`src/rtl/hazard_ctrl_pkg.sv`:
```
// Shared encodings for the MIPS hazard/forwarding controller: opcodes, stage
// record layouts, forwarding select codes and the Tuse/Tnew timing helpers.
package hazard_ctrl_pkg;

  localparam logic [5:0] OP_RTYPE = 6'h00;
  localparam logic [5:0] OP_JAL   = 6'h03;
  localparam logic [5:0] OP_BEQ   = 6'h04;
  localparam logic [5:0] OP_ORI   = 6'h0d;
  localparam logic [5:0] OP_LUI   = 6'h0f;
  localparam logic [5:0] OP_LW    = 6'h23;
  localparam logic [5:0] OP_SW    = 6'h2b;
  localparam logic [5:0] OP_LINK  = 6'h3f;

  localparam logic [5:0] FN_JR   = 6'h08;
  localparam logic [5:0] FN_MFHI = 6'h10;
  localparam logic [5:0] FN_MFLO = 6'h12;
  localparam logic [5:0] FN_MULT = 6'h18;
  localparam logic [5:0] FN_DIV  = 6'h1a;
  localparam logic [5:0] FN_ADDU = 6'h21;
  localparam logic [5:0] FN_SUBU = 6'h23;

  localparam logic [4:0] REG_RA = 5'd31;

  // Tuse: cycles until the operand is consumed, counted from D.
  localparam logic [1:0] TUSE_D = 2'd0;
  localparam logic [1:0] TUSE_E = 2'd1;
  localparam logic [1:0] TUSE_M = 2'd2;

  // Tnew: cycles until the result exists, counted from entry into E.
  localparam logic [1:0] TNEW_NONE = 2'd0;
  localparam logic [1:0] TNEW_ALU  = 2'd1;
  localparam logic [1:0] TNEW_LOAD = 2'd2;

  localparam logic [1:0] FWD_D_RF     = 2'b00;
  localparam logic [1:0] FWD_D_ALU_M  = 2'b01;
  localparam logic [1:0] FWD_D_PC8_M  = 2'b10;

  localparam logic [1:0] FWD_RSE_RF    = 2'b00;
  localparam logic [1:0] FWD_RSE_ALU_M = 2'b01;
  localparam logic [1:0] FWD_RSE_W     = 2'b10;
  localparam logic [1:0] FWD_RTE_RF    = 2'b00;
  localparam logic [1:0] FWD_RTE_W     = 2'b01;
  localparam logic [1:0] FWD_RTE_ALU_M = 2'b10;
  localparam logic [1:0] FWD_E_PC8_M   = 2'b11;

  localparam logic [1:0] FWD_RTM_M = 2'b00;
  localparam logic [1:0] FWD_RTM_W = 2'b01;

  typedef enum logic [1:0] {
    KIND_ALU = 2'd0,
    KIND_DM  = 2'd1,
    KIND_PC8 = 2'd2
  } kind_e;

  typedef enum logic [1:0] {
    MD_NONE = 2'd0,
    MD_MULT = 2'd1,
    MD_DIV  = 2'd2
  } md_op_e;

  typedef struct packed {
    logic [4:0] rs;
    logic [4:0] rt;
    logic [4:0] dest;
    kind_e      kind;
    logic [1:0] tnew;
    logic       use_rs;
    logic       use_rt;
    logic [1:0] tuse_rs;
    logic [1:0] tuse_rt;
    md_op_e     md_op;
    logic       is_md;
  } dec_t;

  typedef struct packed {
    logic [4:0] rs;
    logic [4:0] rt;
    logic [4:0] dest;
    kind_e      kind;
    logic [1:0] tnew;
    md_op_e     md_op;
  } e_stage_t;

  // M keeps only what later checks read; rs and md_op are dead once past E.
  typedef struct packed {
    logic [4:0] rt;
    logic [4:0] dest;
    kind_e      kind;
    logic [1:0] tnew;
  } m_stage_t;

  function automatic logic [1:0] tnew_step(input logic [1:0] t);
    return (t == 2'd0) ? 2'd0 : t - 2'd1;
  endfunction

  function automatic logic raw_hazard(input logic [4:0] src, input logic [1:0] tuse,
                                      input logic [4:0] dest, input logic [1:0] tnew);
    return (src != 5'd0) && (src == dest) && (tnew > tuse);
  endfunction

endpackage

```
`src/rtl/hazard_ctrl_if.sv`:
```
// Control bundle between the datapath (master) and the hazard controller (slave).
interface hazard_ctrl_if;
  // No valid/ready: IR_D is presented every cycle and every output is a pure
  // combinational function of IR_D and the controller's shadow state.
  logic [31:0] IR_D;
  logic        Stall;
  logic [1:0]  ForwardRSD;
  logic [1:0]  ForwardRTD;
  logic [1:0]  ForwardRSE;
  logic [1:0]  ForwardRTE;
  logic [1:0]  ForwardRTM;
  logic        MD_Start;
  logic        MD_Busy;

  modport master (
    output IR_D,
    input  Stall, ForwardRSD, ForwardRTD, ForwardRSE, ForwardRTE, ForwardRTM,
    input  MD_Start, MD_Busy
  );

  modport slave (
    input  IR_D,
    output Stall, ForwardRSD, ForwardRTD, ForwardRSE, ForwardRTE, ForwardRTM,
    output MD_Start, MD_Busy
  );
endinterface

```
`src/rtl/hazard_decode.sv`:
```
// Combinational D-stage decode: register fields, destination, result kind and
// the Tuse/Tnew timing the hazard unit needs.
module hazard_decode
  import hazard_ctrl_pkg::*;
(
  input  logic [31:0] ir_i,
  output dec_t        dec_o
);

  logic [5:0] op;
  logic [5:0] funct;
  logic [4:0] rd;
  logic       unused_shamt;

  assign op           = ir_i[31:26];
  assign funct        = ir_i[5:0];
  assign rd           = ir_i[15:11];
  assign unused_shamt = ^ir_i[10:6];

  always_comb begin
    dec_o         = '0;
    dec_o.rs      = ir_i[25:21];
    dec_o.rt      = ir_i[20:16];
    dec_o.kind    = KIND_ALU;
    dec_o.md_op   = MD_NONE;
    case (op)
      OP_RTYPE: begin
        case (funct)
          FN_ADDU, FN_SUBU: begin
            dec_o.dest    = rd;
            dec_o.tnew    = TNEW_ALU;
            dec_o.use_rs  = 1'b1;
            dec_o.tuse_rs = TUSE_E;
            dec_o.use_rt  = 1'b1;
            dec_o.tuse_rt = TUSE_E;
          end
          FN_MULT, FN_DIV: begin
            dec_o.use_rs  = 1'b1;
            dec_o.tuse_rs = TUSE_E;
            dec_o.use_rt  = 1'b1;
            dec_o.tuse_rt = TUSE_E;
            dec_o.md_op   = (funct == FN_DIV) ? MD_DIV : MD_MULT;
            dec_o.is_md   = 1'b1;
          end
          FN_MFHI, FN_MFLO: begin
            dec_o.dest    = rd;
            dec_o.tnew    = TNEW_ALU;
            dec_o.use_rs  = 1'b1;
            dec_o.tuse_rs = TUSE_E;
            dec_o.is_md   = 1'b1;
          end
          FN_JR: begin
            dec_o.use_rs  = 1'b1;
            dec_o.tuse_rs = TUSE_D;
          end
          default: ;
        endcase
      end
      OP_ORI, OP_LUI: begin
        dec_o.dest    = ir_i[20:16];
        dec_o.tnew    = TNEW_ALU;
        dec_o.use_rs  = 1'b1;
        dec_o.tuse_rs = TUSE_E;
      end
      OP_LW: begin
        dec_o.dest    = ir_i[20:16];
        dec_o.kind    = KIND_DM;
        dec_o.tnew    = TNEW_LOAD;
        dec_o.use_rs  = 1'b1;
        dec_o.tuse_rs = TUSE_E;
      end
      OP_SW: begin
        dec_o.use_rs  = 1'b1;
        dec_o.tuse_rs = TUSE_E;
        dec_o.use_rt  = 1'b1;
        dec_o.tuse_rt = TUSE_M;
      end
      OP_BEQ: begin
        dec_o.use_rs  = 1'b1;
        dec_o.tuse_rs = TUSE_D;
        dec_o.use_rt  = 1'b1;
        dec_o.tuse_rt = TUSE_D;
      end
      OP_JAL: begin
        dec_o.dest = REG_RA;
        dec_o.kind = KIND_PC8;
        dec_o.tnew = TNEW_ALU;
      end
      OP_LINK: begin
        dec_o.dest = ir_i[20:16];
        dec_o.kind = KIND_PC8;
        dec_o.tnew = TNEW_ALU;
      end
      default: ;
    endcase
  end

endmodule

```
`src/rtl/hazard_ctrl.sv`:
```
// Hazard and forwarding controller for the 5-stage MIPS pipeline: shadows the
// E/M/W destinations, raises Stall, picks forwarding sources, times mult/div.
module hazard_ctrl
  import hazard_ctrl_pkg::*;
#(
  parameter int MULT_CYCLES = 5,
  parameter int DIV_CYCLES  = 10
) (
  input  logic          clk,
  input  logic          reset_n,
  hazard_ctrl_if.slave  hz_if
);

  localparam int MD_MAX = (MULT_CYCLES > DIV_CYCLES) ? MULT_CYCLES : DIV_CYCLES;
  localparam int CNT_W  = $clog2(MD_MAX + 1);
  localparam logic [CNT_W-1:0] MULT_LOAD = CNT_W'(MULT_CYCLES);
  localparam logic [CNT_W-1:0] DIV_LOAD  = CNT_W'(DIV_CYCLES);

  dec_t             dec;
  e_stage_t         e_q, e_d;
  m_stage_t         m_q, m_d;
  logic [4:0]       w_dest_q, w_dest_d;
  logic [CNT_W-1:0] md_cnt_q, md_cnt_d;
  logic             stall;
  logic             md_start;
  logic             md_busy;

  hazard_decode u_decode (
    .ir_i  (hz_if.IR_D),
    .dec_o (dec)
  );

  assign md_start = (e_q.md_op != MD_NONE);
  assign md_busy  = (md_cnt_q != '0);

  always_comb begin
    stall = 1'b0;
    if (dec.use_rs && (raw_hazard(dec.rs, dec.tuse_rs, e_q.dest, e_q.tnew) ||
                       raw_hazard(dec.rs, dec.tuse_rs, m_q.dest, m_q.tnew)))
      stall = 1'b1;
    if (dec.use_rt && (raw_hazard(dec.rt, dec.tuse_rt, e_q.dest, e_q.tnew) ||
                       raw_hazard(dec.rt, dec.tuse_rt, m_q.dest, m_q.tnew)))
      stall = 1'b1;
    // HI/LO readers and new mult/div wait until the unit drains.
    if (dec.is_md && (md_start || md_busy))
      stall = 1'b1;
  end

  // A stalled D instruction leaves a bubble in E; M and W always advance.
  // Every producer reaches W with Tnew 0, so W only needs its destination.
  always_comb begin
    e_d = '0;
    if (!stall) begin
      e_d.rs    = dec.rs;
      e_d.rt    = dec.rt;
      e_d.dest  = dec.dest;
      e_d.kind  = dec.kind;
      e_d.tnew  = dec.tnew;
      e_d.md_op = dec.md_op;
    end
    m_d.rt   = e_q.rt;
    m_d.dest = e_q.dest;
    m_d.kind = e_q.kind;
    m_d.tnew = tnew_step(e_q.tnew);
    w_dest_d = m_q.dest;
  end

  always_comb begin
    md_cnt_d = '0;
    if (md_start)
      md_cnt_d = (e_q.md_op == MD_DIV) ? DIV_LOAD : MULT_LOAD;
    else if (md_busy)
      md_cnt_d = md_cnt_q - CNT_W'(1);
  end

  always_ff @(posedge clk or negedge reset_n) begin
    if (!reset_n) begin
      e_q      <= '0;
      m_q      <= '0;
      w_dest_q <= '0;
      md_cnt_q <= '0;
    end else begin
      e_q      <= e_d;
      m_q      <= m_d;
      w_dest_q <= w_dest_d;
      md_cnt_q <= md_cnt_d;
    end
  end

  function automatic logic [1:0] fwd_d_code(input logic [4:0] src, input m_stage_t m);
    if (src != 5'd0 && src == m.dest && m.tnew == 2'd0) begin
      if (m.kind == KIND_PC8) return FWD_D_PC8_M;
      if (m.kind == KIND_ALU) return FWD_D_ALU_M;
    end
    return FWD_D_RF;
  endfunction

  // A ready M result beats W; a load still in M falls through to the W check.
  function automatic logic [1:0] fwd_e_code(input logic [4:0] src, input m_stage_t m,
                                            input logic [4:0] w_dest,
                                            input logic [1:0] code_alu,
                                            input logic [1:0] code_w);
    if (src != 5'd0 && src == m.dest && m.tnew == 2'd0) begin
      if (m.kind == KIND_PC8) return FWD_E_PC8_M;
      if (m.kind == KIND_ALU) return code_alu;
    end
    if (src != 5'd0 && src == w_dest) return code_w;
    return 2'b00;
  endfunction

  assign hz_if.Stall      = stall;
  assign hz_if.ForwardRSD = fwd_d_code(dec.rs, m_q);
  assign hz_if.ForwardRTD = fwd_d_code(dec.rt, m_q);
  assign hz_if.ForwardRSE = fwd_e_code(e_q.rs, m_q, w_dest_q, FWD_RSE_ALU_M, FWD_RSE_W);
  assign hz_if.ForwardRTE = fwd_e_code(e_q.rt, m_q, w_dest_q, FWD_RTE_ALU_M, FWD_RTE_W);
  assign hz_if.ForwardRTM = (m_q.rt != 5'd0 && m_q.rt == w_dest_q) ? FWD_RTM_W : FWD_RTM_M;
  assign hz_if.MD_Start   = md_start;
  assign hz_if.MD_Busy    = md_busy;

endmodule

```
`src/flat_wrapper.sv`:
```
// flat-port wrapper written by rule: the top's interface ports become plain ports
module hazard_ctrl_flat import hazard_ctrl_pkg::*;
#(
  parameter int MULT_CYCLES = 5,
  parameter int DIV_CYCLES  = 10
)
  (clk, reset_n, hz_if_IR_D, hz_if_Stall, hz_if_ForwardRSD, hz_if_ForwardRTD, hz_if_ForwardRSE, hz_if_ForwardRTE, hz_if_ForwardRTM, hz_if_MD_Start, hz_if_MD_Busy);
  hazard_ctrl_if hz_if_i ();
  input  logic clk;
  input  logic reset_n;
  input wire logic [$bits(hz_if_i.IR_D)-1:0] hz_if_IR_D;
  output wire logic [$bits(hz_if_i.Stall)-1:0] hz_if_Stall;
  output wire logic [$bits(hz_if_i.ForwardRSD)-1:0] hz_if_ForwardRSD;
  output wire logic [$bits(hz_if_i.ForwardRTD)-1:0] hz_if_ForwardRTD;
  output wire logic [$bits(hz_if_i.ForwardRSE)-1:0] hz_if_ForwardRSE;
  output wire logic [$bits(hz_if_i.ForwardRTE)-1:0] hz_if_ForwardRTE;
  output wire logic [$bits(hz_if_i.ForwardRTM)-1:0] hz_if_ForwardRTM;
  output wire logic [$bits(hz_if_i.MD_Start)-1:0] hz_if_MD_Start;
  output wire logic [$bits(hz_if_i.MD_Busy)-1:0] hz_if_MD_Busy;
  assign hz_if_i.IR_D = hz_if_IR_D;
  assign hz_if_Stall = hz_if_i.Stall;
  assign hz_if_ForwardRSD = hz_if_i.ForwardRSD;
  assign hz_if_ForwardRTD = hz_if_i.ForwardRTD;
  assign hz_if_ForwardRSE = hz_if_i.ForwardRSE;
  assign hz_if_ForwardRTE = hz_if_i.ForwardRTE;
  assign hz_if_ForwardRTM = hz_if_i.ForwardRTM;
  assign hz_if_MD_Start = hz_if_i.MD_Start;
  assign hz_if_MD_Busy = hz_if_i.MD_Busy;
  hazard_ctrl #(.MULT_CYCLES(MULT_CYCLES), .DIV_CYCLES(DIV_CYCLES)) u_core (.clk(clk), .reset_n(reset_n), .hz_if(hz_if_i));
endmodule
```
`config.mk`:
```
export PLATFORM = sky130hd
export DESIGN_NAME = hazard_ctrl_flat
export DESIGN_NICKNAME = d
export VERILOG_FILES = /design/src/rtl/hazard_ctrl_pkg.sv /design/src/rtl/hazard_ctrl_if.sv /design/src/rtl/hazard_decode.sv /design/src/rtl/hazard_ctrl.sv /design/src/flat_wrapper.sv
export SDC_FILE = /design/constraint.sdc
export NUM_CORES = 1
export LEC_CHECK = 0
export ABC_AREA = 1
export BUFFER_PORTS_ARGS = -buffer_cell sky130_fd_sc_hd__buf_2
export CORE_MARGIN = 2
export CORE_UTILIZATION = 60
export CTS_BUF_LIST = sky130_fd_sc_hd__clkbuf_8
export DETAILED_ROUTE_END_ITERATION = 7
export PLACE_DENSITY_LB_ADDON = 0.25
export REMOVE_ABC_BUFFERS = 1
export SYNTH_ARGS = -nofsm -noshare
export SYNTH_HDL_FRONTEND = slang
export SYNTH_SLANG_ARGS = --single-unit
```
`constraint.sdc`:
```
create_clock -name clk -period 5.3 [get_ports clk]
set_clock_uncertainty 0.05 [all_clocks]
set_input_delay 0.53 -clock clk [delete_from_list [all_inputs] [get_ports clk]]
set_output_delay 0.53 -clock clk [all_outputs]
set_load 0.05 [all_outputs]
```
==> out/metrics.csv, run 1 <==
metric,value,unit
clock tree from TritonCTS,done,
class of the most critical hold timing path,reg -> reg,
Worst Tran Pin Value,0.919,ns
beginning of the critical path,hz_if_IR_D[31],
overall die width,69.1,µm
initial DRC count,99,
non-filler cells in the finished layout,409,
overall die height,69.1,µm
Area Growth Syn to Fin,12.5,%
Mapped Area,2540,µm²
synthesized area per cell,8.10,µm²
via count of the first global-routing pass,2062,
normalized max-slew margin,0.387,
wire length of the first global-routing pass,8910,µm
Clock Path Buffers,2,
r2r worst-path depth,11,
utilization of the core after routing,0.710,
clock-pin slew of the registers on the worst-case setup and hold paths,0.07,ns
launch instance of the worst min-delay path,u_core.e_q[4],
DR WL/cell,12.9,µm
number of synthesis warnings,0,
"reg-to-reg slack, setup",3.35,ns
unrepaired setup endpoints after global routing,false,
detailed placement HPWL,4170,µm
routed wire length,5270,µm
worst-skew pair later-pin latency,0.29,ns
remaining global-route overflow,0,
number of clock buffers inserted by TritonCTS,5,
worst endpoint required time,4.72,ns
Final Hold Violating Endpoints,0,
top-level port count,47,
cell area after layout,2860,µm²
critical path launch point type,input pin,
number of max-cap violations,0,
Final setup violation count,0,
router iterations before antenna repair,4,
"EDFF count, synth",0,
final period utilization,0.608,
placed cell area,2780,µm²
critical path endpoint,hz_if_Stall,
gp weighted congestion,0.846,
pin count of the biggest net entering global routing,45,
max frequency,310,MHz
final setup TNS,0,ns
result of the run,"complete, no violations",
cell count after synthesis,314,
RR Startpoint,u_core.e_q[2],
hold bufs inserted after CTS,0,
cell area power density,247,nW/µm²
Max H-tree Level,2,
die area,4770,µm²
clock root buffer,sky130_fd_sc_hd__clkbuf_8,
DR vias,2137,
data arrival time of the worst path,2.64,ns
proportion of register bits with asynchronous set or reset after synthesis,1.00,
endpoint of the most critical register-to-register path,u_core.e_q[18],
sequential area share after synthesis,0.433,
Worst Hold Slack,0.301,ns
buffers inserted during post-CTS setup optimization,0,
standard-cell row count,23,
number of antenna-violating nets in the routed design,0,
net count reported at finish,397,
total global-route track usage,0.236,
number of antenna violations at the first check in global routing,0,
Pleak,0.00152,µW
VDD IR max,0.190,mV
via density per instance,5.22,
type of the worst setup path,in -> out,
most used flip-flop cell after synthesis,sky130_fd_sc_hd__dfrtp_1,
number of distinct library cells after synthesis,31,
initial core utilization,0.631,
critical path endpoint category,output pin,
fin crit period,3.22,ns
count of final max-slew check failures,0,
register bit count reported by yosys,44,
post_cts resized,0,
placed instance count,402,
Sinks on Clock Net,44,
share of cells above drive strength 1,0.223,
antenna diode count,0,
Max Fanout on Critical Path,8,
total core area,4030,µm²
residual DRC count,0,
Port Buffers,40,
[registers in the layout, summed over array words and instances (netlist names)]
register	count
u_core.w_dest_d	5
u_core.m_q	9
u_core.w_dest_q	5
u_core.md_cnt_q	4
u_core.e_q	21
[cells by family after synthesis]
group,synth area share
adder cells (fa/ha/maj),0.0197
buffers and inverters,0.0768
other,0.00147
flip-flops,0.433
AO/OA/AOI/OAI,0.0541
XOR/XNOR,0.124
AND/OR/NAND/NOR,0.291
[critical path, cell delays in order]
cell and delay, ns:
sky130_fd_sc_hd__buf_2 0.12, sky130_fd_sc_hd__nor2_2 0.18, sky130_fd_sc_hd__nand2_2 0.10, sky130_fd_sc_hd__nor2_4 0.10
sky130_fd_sc_hd__nand2_2 0.11, sky130_fd_sc_hd__o21ai_0 0.31, sky130_fd_sc_hd__ha_1 0.29, sky130_fd_sc_hd__nand2_1 0.06
sky130_fd_sc_hd__nand2_1 0.05, sky130_fd_sc_hd__nor3_1 0.17, sky130_fd_sc_hd__nand3_1 0.10, sky130_fd_sc_hd__nand2_1 0.09
sky130_fd_sc_hd__a21oi_2 0.06, sky130_fd_sc_hd__nand2_2 0.10, sky130_fd_sc_hd__buf_2 0.27
[stage by stage]
| stage | power [µW] | setup slack, ns |
|---|---|---|
| 4_1_cts | 712 | 2.07 |
| 3_5_place_dp | 526 | 2.08 |
| 5_1_grt | 745 | 1.89 |
| 3_3_place_gp | 519 | 2.09 |
| 2_1_floorplan | 478 | 2.29 |
| 6_report | 707 | 2.08 |
[cells in the mapped netlist (3+ instances only)]
master,instances,area share
sky130_fd_sc_hd__o21ai_0,4,0.0079
sky130_fd_sc_hd__dfrtp_1,44,0.43
sky130_fd_sc_hd__nand2_1,51,0.075
sky130_fd_sc_hd__nor2_1,37,0.055
sky130_fd_sc_hd__xnor2_1,19,0.065
sky130_fd_sc_hd__nand4_1,5,0.012
sky130_fd_sc_hd__xor2_1,17,0.059
sky130_fd_sc_hd__ha_1,4,0.020
sky130_fd_sc_hd__inv_1,40,0.059
sky130_fd_sc_hd__nand2_2,3,0.0074
sky130_fd_sc_hd__inv_2,4,0.0059
sky130_fd_sc_hd__nand3_1,21,0.041
sky130_fd_sc_hd__nor2_2,22,0.054
sky130_fd_sc_hd__nor3_1,11,0.022
sky130_fd_sc_hd__a21oi_1,11,0.022
[cells in the final DEF, fill, tap and decap left out, types with 5 or more instances in the layout]
cell type | netlist | routed
sky130_fd_sc_hd__nand2_1 | 51 | 51
sky130_fd_sc_hd__xnor2_1 | 19 | 19
sky130_fd_sc_hd__inv_1 | 40 | 41
sky130_fd_sc_hd__nand3_1 | 21 | 21
sky130_fd_sc_hd__nor2_1 | 37 | 37
sky130_fd_sc_hd__clkbuf_8 | 0 | 5
sky130_fd_sc_hd__xor2_1 | 17 | 17
sky130_fd_sc_hd__dfrtp_1 | 44 | 44
sky130_fd_sc_hd__buf_2 | 0 | 40
sky130_fd_sc_hd__nand4_1 | 5 | 5
sky130_fd_sc_hd__nor3_1 | 11 | 11
sky130_fd_sc_hd__nor2_2 | 22 | 22
sky130_fd_sc_hd__a21oi_1 | 11 | 11
[worst min path at each step]
stage | to | slack (ns) | cells after the start
floorplan | u_core.e_q[0] | 0.18 | 0
global placement | u_core.m_q[2] | 0.28 | 0
detailed placement | u_core.m_q[2] | 0.29 | 0
CTS | u_core.m_q[2] | 0.31 | 0
global route | u_core.m_q[2] | 0.32 | 0
finish | u_core.m_q[2] | 0.30 | 0
[cell type report]
type	count	area, µm²
clock inverter	2	8.76
fill	329	1170
multi-input combinational	223	1250
sequential	44	1100
timing repair buffer	41	208
clock buffer	5	68.8
inverter	44	165
tap	50	62.6
[metal layers]
| metal | vias to the layer above | part of all wire | track usage |
|---|---|---|---|
| li1 | 1079 | - | - |
| met5 | - | 0 | 0 |
| met4 | 0 | 0.019 | 0.0850 |
| met2 | 53 | 0.53 | 0.426 |
| met3 | 10 | 0.039 | 0.0526 |
| met1 | 995 | 0.41 | 0.273 |
[power by group]
| part | leakage (µW) | total, µW | internal [µW] | switching [µW] |
|---|---|---|---|---|
| Sequential | 0.000572 | 377 | 357 | 20.7 |
| Clock | 0.0000452 | 189 | 87.6 | 101 |
| Combinational | 0.000898 | 141 | 50.7 | 90.5 |
| Total | 0.00152 | 707 | 495 | 212 |
Note: power is estimated with default switching activity, not from simulation.
==> run 2: changes to the inputs <==
CORE_UTILIZATION = 52   (was 60)
clock period = 2.6 ns   (was 5.3 ns; I/O delays follow)
==> out/metrics.csv, run 2 (synthesized netlist as in run 1, its figures left out) <==
metric,value,unit
net count reported at finish,404,
clock root buffer,sky130_fd_sc_hd__clkbuf_8,
Final Hold Violating Endpoints,0,
cell area power density,525,nW/µm²
residual DRC count,0,
share of cells above drive strength 1,0.248,
initial DRC count,140,
remaining global-route overflow,0,
r2r worst-path depth,12,
Max Fanout on Critical Path,3,
non-filler cells in the finished layout,434,
initial core utilization,0.538,
clock-pin slew of the registers on the worst-case setup and hold paths,0.08,ns
result of the run,"complete, no violations",
worst endpoint required time,2.29,ns
sequential fraction of design power,0.489,
Area Growth Syn to Fin,17.4,%
critical path endpoint,hz_if_Stall,
detailed placement HPWL,4150,µm
cell area after layout,2990,µm²
class of the most critical hold timing path,in -> async,
"commonest cells after routing, fill and taps aside","sky130_fd_sc_hd__nand2_1, sky130_fd_sc_hd__dfrtp_1, sky130_fd_sc_hd__inv_1",
overall die height,73.9,µm
Port Buffers,40,
Worst Tran Pin Value,0.960,ns
normalized max-slew margin,0.360,
fin crit period,2.38,ns
placed cell area,2860,µm²
number of flip-flops in the largest register,21,
endpoint of the most critical register-to-register path,u_core.e_q[13],
die area,5460,µm²
gp weighted congestion,0.869,
number of max-cap violations,0,
number of clock buffers inserted by TritonCTS,5,
final period utilization,0.914,
"most common cell after layout, fill and taps aside",sky130_fd_sc_hd__nand2_1,
router iterations before antenna repair,4,
max frequency,421,MHz
beginning of the critical path,hz_if_IR_D[31],
worst-skew pair later-pin latency,0.29,ns
Final setup violation count,0,
number of antenna violations at the first check in global routing,0,
wire length of the first global-routing pass,8800,µm
Clock Power Share,0.324,
pin count of the biggest net entering global routing,45,
RR Startpoint,u_core.w_dest_d[0],
critical path launch point type,input pin,
post_cts resized,0,
Clock Path Buffers,2,
via density per instance,4.92,
Pleak,0.00157,µW
overall die width,73.9,µm
"reg-to-reg slack, setup",0.70,ns
Biggest register,u_core.e_q,
antenna diode count,0,
buffers inserted during post-CTS setup optimization,0,
total core area,4720,µm²
VDD IR max,0.233,mV
total global-route track usage,0.214,
routed wire length,5280,µm
placed instance count,426,
number of antenna-violating nets in the routed design,0,
critical path endpoint category,output pin,
DR vias,2136,
count of final max-slew check failures,0,
top-level port count,47,
Cell Int Power,1110,µW
data arrival time of the worst path,2.07,ns
Sinks on Clock Net,44,
via count of the first global-routing pass,1964,
standard-cell row count,25,
combinational share of power,0.187,
hold bufs inserted after CTS,0,
type of the worst setup path,in -> out,
clock tree from TritonCTS,done,
switching share of total power,0.289,
Max H-tree Level,2,
DR WL/cell,12.2,µm
unrepaired setup endpoints after global routing,false,
biggest regs,"u_core.e_q: 21 flops, u_core.m_q: 9 flops",
net switching component of the power,453,µW
-- run 2: cell types whose count changed in the layout (fill, tap and decap cells not counted), sizes merged --
cell	before	now
buf	41	48
bufinv	0	1
-- run 2: how the worst min path moves through the flow --
stage	endpoint	slack, ns	cells past startpoint
after global placement	u_core.m_q[2]	0.28	0
final	u_core.e_q[6]	0.06	1
after global routing	u_core.e_q[6]	0.14	1
after detailed placement	u_core.m_q[2]	0.29	0
after CTS	u_core.e_q[6]	0.09	1
after floorplan	u_core.e_q[0]	-0.09	0
-- run 2: critical path, cell delays in order --
cell and delay, ns:
sky130_fd_sc_hd__buf_2 0.11, sky130_fd_sc_hd__buf_4 0.11, sky130_fd_sc_hd__inv_1 0.03, sky130_fd_sc_hd__nor2_1 0.12, sky130_fd_sc_hd__nand3_1 0.12, sky130_fd_sc_hd__nor2_2 0.11
sky130_fd_sc_hd__inv_1 0.07, sky130_fd_sc_hd__ha_1 0.31, sky130_fd_sc_hd__nand2_1 0.07, sky130_fd_sc_hd__nand2_1 0.06, sky130_fd_sc_hd__nor3_2 0.16, sky130_fd_sc_hd__nand3_1 0.09
sky130_fd_sc_hd__nand2_1 0.09, sky130_fd_sc_hd__a21oi_2 0.06, sky130_fd_sc_hd__nand2_2 0.13, sky130_fd_sc_hd__buf_6 0.17
-- run 2: layout make-up --
type | instances | area [µm²]
repair buffers | 48 | 267
multi-input cells | 223 | 1260
inverters | 44 | 165
clock inverters | 3 | 38.8
well taps | 67 | 83.8
clock buffers | 5 | 68.8
flip-flops and latches | 44 | 1100
fillers | 416 | 1740
-- run 2: routing by layer --
metal,routed length (µm),track usage,part of all wire
met1,2240,0.261,0.42
met2,2840,0.387,0.54
met3,134,0.0370,0.025
met4,72,0.0606,0.014
met5,0,0,0
-- run 2: stage by stage --
| step | TNS (ns) | setup WS, ns | util | total power, µW | hold slack (ns) |
|---|---|---|---|---|---|
| final | 0 | 0.222 | 0.632 | 1570 | 0.0604 |
| after global placement | 0 | 0.0724 | 0.605 | 1060 | 0.283 |
| after CTS | 0 | 0.0558 | 0.628 | 1570 | 0.0863 |
| after detailed placement | 0 | 0.0643 | 0.605 | 1070 | 0.286 |
| after global routing | 0 | 0.0525 | 0.632 | 1650 | 0.136 |
| after floorplan | -0.109 | -0.109 | - | 974 | -0.0856 |
-- run 2: power by group through the flow --
stage	Clock, µW	Combinational [µW]	Sequential [µW]
after global routing	545	330	774
after detailed placement	0	293	780
after CTS	515	292	768
after global placement	0	285	779
final	508	293	768
after floorplan	0	206	768
